## src/rtl/alu_exec_unit.sv

```systemverilog
// RV32I execute-stage ALU: operand select, single-cycle ops and iterative
// one-bit-per-cycle shifts behind a valid/ready handshake on both sides.
module alu_exec_unit #(
    parameter int XLEN = 32
) (
    input  logic            clk,
    input  logic            rst,
    input  logic            in_valid,
    output logic            in_ready,
    input  logic [XLEN-1:0] rs1_data,
    input  logic [XLEN-1:0] rs2_data,
    input  logic [XLEN-1:0] pc,
    input  logic [XLEN-1:0] imm,
    input  logic            alu_a_src,
    input  logic [1:0]      alu_b_src,
    input  logic [3:0]      alu_ctrl,
    output logic            out_valid,
    input  logic            out_ready,
    output logic [XLEN-1:0] result,
    output logic            zero,
    output logic            illegal
);
    localparam int SW = $clog2(XLEN);

    typedef enum logic [1:0] {IDLE, SHIFT, DONE} state_t;

    state_t          state;
    logic [XLEN-1:0] wrk;
    logic [SW-1:0]   cnt;
    logic [1:0]      sh_op;

    logic [XLEN-1:0] op_a, op_b, alu_res, step;
    logic [SW-1:0]   shamt;
    logic            is_shift, bad;

    assign shamt    = op_b[SW-1:0];
    assign is_shift = (alu_ctrl[3:2] == 2'b10) && (alu_ctrl[1:0] != 2'b11);

    always_comb begin
        op_a = alu_a_src ? pc : rs1_data;
        case (alu_b_src)
            2'b00:   op_b = rs2_data;
            2'b01:   op_b = imm;
            2'b10:   op_b = XLEN'(4);
            default: op_b = '0;
        endcase
    end

    // Shifts only report A here; it is the final value when shamt is zero.
    always_comb begin
        alu_res = '0;
        bad     = 1'b0;
        case (alu_ctrl)
            4'b0000: alu_res = op_a + op_b;
            4'b1011: alu_res = op_a - op_b;
            4'b0001: alu_res = {{(XLEN-1){1'b0}}, $signed(op_a) < $signed(op_b)};
            4'b0010: alu_res = {{(XLEN-1){1'b0}}, op_a < op_b};
            4'b0011: alu_res = op_a ^ op_b;
            4'b0100: alu_res = op_a | op_b;
            4'b0111: alu_res = op_a & op_b;
            4'b1000, 4'b1001, 4'b1010: alu_res = op_a;
            default: bad = 1'b1;
        endcase
    end

    // sh_op holds alu_ctrl[1:0]: 00 SLL, 01 SRL, 10 SRA.
    always_comb begin
        case (sh_op)
            2'b00:   step = {wrk[XLEN-2:0], 1'b0};
            2'b01:   step = {1'b0, wrk[XLEN-1:1]};
            default: step = {wrk[XLEN-1], wrk[XLEN-1:1]};
        endcase
    end

    always_ff @(posedge clk) begin
        if (rst) begin
            state   <= IDLE;
            wrk     <= '0;
            cnt     <= '0;
            sh_op   <= '0;
            result  <= '0;
            zero    <= 1'b0;
            illegal <= 1'b0;
        end else begin
            case (state)
                IDLE: if (in_valid) begin
                    if (is_shift && shamt != '0) begin
                        wrk   <= op_a;
                        cnt   <= shamt;
                        sh_op <= alu_ctrl[1:0];
                        state <= SHIFT;
                    end else begin
                        result  <= alu_res;
                        zero    <= (alu_res == '0);
                        illegal <= bad;
                        state   <= DONE;
                    end
                end
                SHIFT: begin
                    wrk <= step;
                    cnt <= cnt - SW'(1);
                    if (cnt == SW'(1)) begin
                        result  <= step;
                        zero    <= (step == '0);
                        illegal <= 1'b0;
                        state   <= DONE;
                    end
                end
                DONE: if (out_ready) state <= IDLE;
                default: state <= IDLE;
            endcase
        end
    end

    assign in_ready  = (state == IDLE);
    assign out_valid = (state == DONE);

endmodule

```

## config.mk

```make
export PLATFORM = sky130hd
export DESIGN_NAME = alu_exec_unit
export DESIGN_NICKNAME = d
export VERILOG_FILES = /design/src/rtl/alu_exec_unit.sv
export SDC_FILE = /design/constraint.sdc
export NUM_CORES = 1
export LEC_CHECK = 0
export ABC_AREA = 1
export BUFFER_PORTS_ARGS = -buffer_cell sky130_fd_sc_hd__buf_4
export CAP_MARGIN = 40
export CORE_AREA = 2 2 147 149
export CTS_BUF_LIST = sky130_fd_sc_hd__clkbuf_16
export CTS_CLUSTER_SIZE = 8
export DETAILED_ROUTE_END_ITERATION = 10
export DIE_AREA = 0 0 149 151
export PLACE_DENSITY = 0.79
export SLEW_MARGIN = 20
export SYNTH_ARGS = -nofsm -noshare
export SYNTH_HDL_FRONTEND = slang
export SYNTH_SLANG_ARGS = --single-unit
```

## constraint.sdc

```tcl
create_clock -name clk -period 4.11 [get_ports clk]
set_input_delay 0.411 -clock clk [delete_from_list [all_inputs] [get_ports clk]]
set_output_delay 0.411 -clock clk [all_outputs]
set_load 0.005 [all_outputs]
```

==> results.sh <==
export IMPL_cap_violations=0
export IMPL_worstSetupPathType="in -> reg"
export IMPL_synth_warnings=0
export IMPL_setup_viol=0
export IMPL_power_leakage_nw=7.40
export IMPL_critPathRequiredTime_ns=4.39
export IMPL_min_period_ns=3.76
export IMPL_final_setup_tns_ns=0
export IMPL_cpPeakStageDelay_ns=0.71
export IMPL_ant_nets=0
export IMPL_h_tree_depth=3
export IMPL_dieArea_mm2=0.0225
export IMPL_hold_viol_final=0
export IMPL_grt_pass1_vias=13822
export IMPL_async_flop_share_pct=0
export IMPL_ios=175
export IMPL_status="complete, no violations"
export IMPL_synth_cell_types=48
export IMPL_syn_area_mm2=0.0117
export IMPL_drv_slew=0
export IMPL_fp_dieW_um=149
export IMPL_coreArea_mm2=0.0208
export IMPL_vias=14827
export IMPL_ctsResizeCount=0
export IMPL_relSlewSlack_pct=39.7
export IMPL_dr_pass1_iters=8
export IMPL_cts_buffers=9
export IMPL_ys_flop_type="dfxtp_1"
export IMPL_hold_path_class="in -> reg"
export IMPL_synth_area_leaders="nand2_1, inv_1, dfxtp_1, ha_1, nand3_1"
export IMPL_rsz0062_at_grt="false"
export IMPL_diodes=0
export IMPL_clk_pin_slew_ns=0.06
export IMPL_crit_arrival_ns=4.03
export IMPL_synth_cells=2117
export IMPL_wire_per_inst_um=19.5
export IMPL_fin_skew_ns=0.00733
export IMPL_powerDensity_mw_per_mm2=266
export IMPL_cts_hold_buf=0
export IMPL_synth_nets=2359
export IMPL_wirelength_um=49400
export IMPL_finalCritPeriodShare_pct=91.4
export IMPL_gp_congestion=1.02
export IMPL_cts_num_sinks=75
export IMPL_root_buffer="clkbuf_16"
export IMPL_end_kind="register"
export IMPL_drt_iter0_drc=1574
export IMPL_clockBufferDepth=2
export IMPL_fp_row_count=53
export IMPL_ys_ff_latch=75
export IMPL_cp_start_kind="primary input"
export IMPL_vdd_drop_max_v=0.000224
export IMPL_yosysSeqAreaShare_pct=12.8
export IMPL_grt_pass1_wl_um=74100
export IMPL_slowest_stage="o21ai_0"
export IMPL_synth_top_area_share_pct=19.6
export IMPL_final_nets=2497
export IMPL_layout_cells_non_filler=2534
export IMPL_tightest_slew_ns=0.895
export IMPL_start_util_pct=56.1
export IMPL_dieHeight_um=151
export IMPL_antenna_found_initial=0
export IMPL_cp_cell_sequence="buf_4 > o21ai_0 > inv_1 > fa_1 > inv_1 > nand3_1 > nand2_1 > nand2_1 > nand2_2 > nand2_1 > nand2_1 > nand2_1 > nand3_1 > nand3_1 > nor3_1 > nand3_1 > nor2_1 > nand3_1 > a21oi_1"
export IMPL_cts_setup_buffers=0
export IMPL_synth_edff_count=0
export IMPL_drive_above_1_share_pct=13.9
export IMPL_clock_latency_ns=0.34
export IMPL_cts_tree="done"
export IMPL_grt_max_degree=45
export IMPL_io_buffer_count=174
export IMPL_place_hpwl_um=39000
export IMPL_grt_use_total_pct=42.8
export IMPL_crit_fanout=36
export IMPL_route_detailed_drc=0
export IMPL_synth_largest_area_cell="nand2_1"
export IMPL_crit_family="simple AND/OR/NAND/NOR gates"
export IMPL_fill_cells=2079
export IMPL_fmax_ghz=0.266
export IMPL_place_inst=2519
export IMPL_synth_avg_cell_area_um2=5.52
export IMPL_syn2layout_area_growth_pct=15.3
export IMPL_cp_num_buf_inv=3
export IMPL_routed_via_density=5.85
export IMPL_grt_overflow_total=0
## state kept, by name, summed over array words and instances (netlist names)
register  cells
wrk          32
state         2
result       32
cnt           5
zero          1
illegal       1
sh_op         2
## where the power goes
part	leakage (nW)	total (W)	internal, W	switching, W
sequential	0.613	0.000824	0.000786	0.0000377
combinational	6.64	0.00190	0.000629	0.00127
clock	0.144	0.000853	0.000529	0.000324
## cell families (layout without fill, tap and decap cells)
logic type               after synthesis  after routing  share of synthesized area, %
AO/OA/AOI/OAI                        343            343                          17.7
XOR/XNOR                               2              2                         0.150
adder cells (fa/ha/maj)              103            103                          11.2
buffers and inverters                542            684                          19.2
flip-flops                            75             75                          12.8
multiplexers                           8              8                         0.685
AND/OR/NAND/NOR                     1044           1044                          38.3
## worst min-delay path: cells and delay by family
family | cells | cell delay, ns
buffers and inverters | 2 | 0.12
AO/OA/AOI/OAI | 1 | 0.16
AND/OR/NAND/NOR | 1 | 0.04
## layer usage
metal / share of wire, % / wire, µm / GRT usage (%)
met1: 38 / 18700 / 51.4
met2: 44 / 21800 / 69.3
met3: 10 / 5020 / 8.04
met4: 8.0 / 3940 / 30.0
met5: 0 / 0 / 0
## path summary, 6_finish.rpt
| check | start | slack (ns) | to | cells past startpoint |
|---|---|---|---|---|
| worst max register to register | state[0] | 1.12 | result[30] | 11 |
| worst min-delay path | out_ready | 0.43 | state[1] | 4 |
| worst max-delay path | alu_a_src | 0.35 | zero | 19 |
| worst min register to register | wrk[19] | 0.48 | wrk[19] | 2 |
## cells in the mapped netlist, types with 16 or more instances
library cell  number
a21oi_1           52
a221oi_1          17
a31oi_1           66
buf_2             23
buf_4             18
clkbuf_1          26
dfxtp_1           75
ha_1             101
inv_1            439
inv_2             16
nand2_1          611
nand3_1          188
nand4_1           23
nor2_1           134
nor2_2            18
o21ai_0          100
o22ai_1           60
or2_2             20
## cell type report
class | count | area [µm²] | share of cell area (%)
clock buffers | 9 | 225 | 1.67
well taps | 275 | 344 | 2.55
clock inverters | 6 | 91.3 | 0.678
inverters | 455 | 1710 | 12.7
flip-flops and latches | 75 | 1500 | 11.1
multi-input cells | 1500 | 7950 | 59.0
repair buffers | 214 | 1650 | 12.3
## through the flow
step,power [W],hold slack [ns],setup WS [ns],cell area (µm²),utilization (%)
detailed placement,0.00266,0.456,0.229,13200,63.2
floorplan,0.00202,0.429,1.10,11700,-
finish,0.00358,0.425,0.351,13500,64.7
global placement,0.00263,0.449,0.233,13100,63.1
CTS,0.00350,0.430,0.562,13500,64.7
global route,0.00377,0.455,0.150,13500,64.7
## cell usage in the layout, fill, tap and decap left out, types with 20 or more instances in the layout
| master | netlist | layout |
|---|---|---|
| a21oi_1 | 52 | 52 |
| a31oi_1 | 66 | 66 |
| nand2_1 | 611 | 611 |
| ha_1 | 101 | 101 |
| nand4_1 | 23 | 23 |
| o21ai_0 | 100 | 100 |
| dfxtp_1 | 75 | 75 |
| nor2_1 | 134 | 133 |
| or2_2 | 20 | 20 |
| nand3_1 | 188 | 188 |
| inv_1 | 439 | 439 |
| o22ai_1 | 60 | 60 |
| buf_4 | 18 | 210 |
No activity file was read; power rests on OpenSTA's default activity.
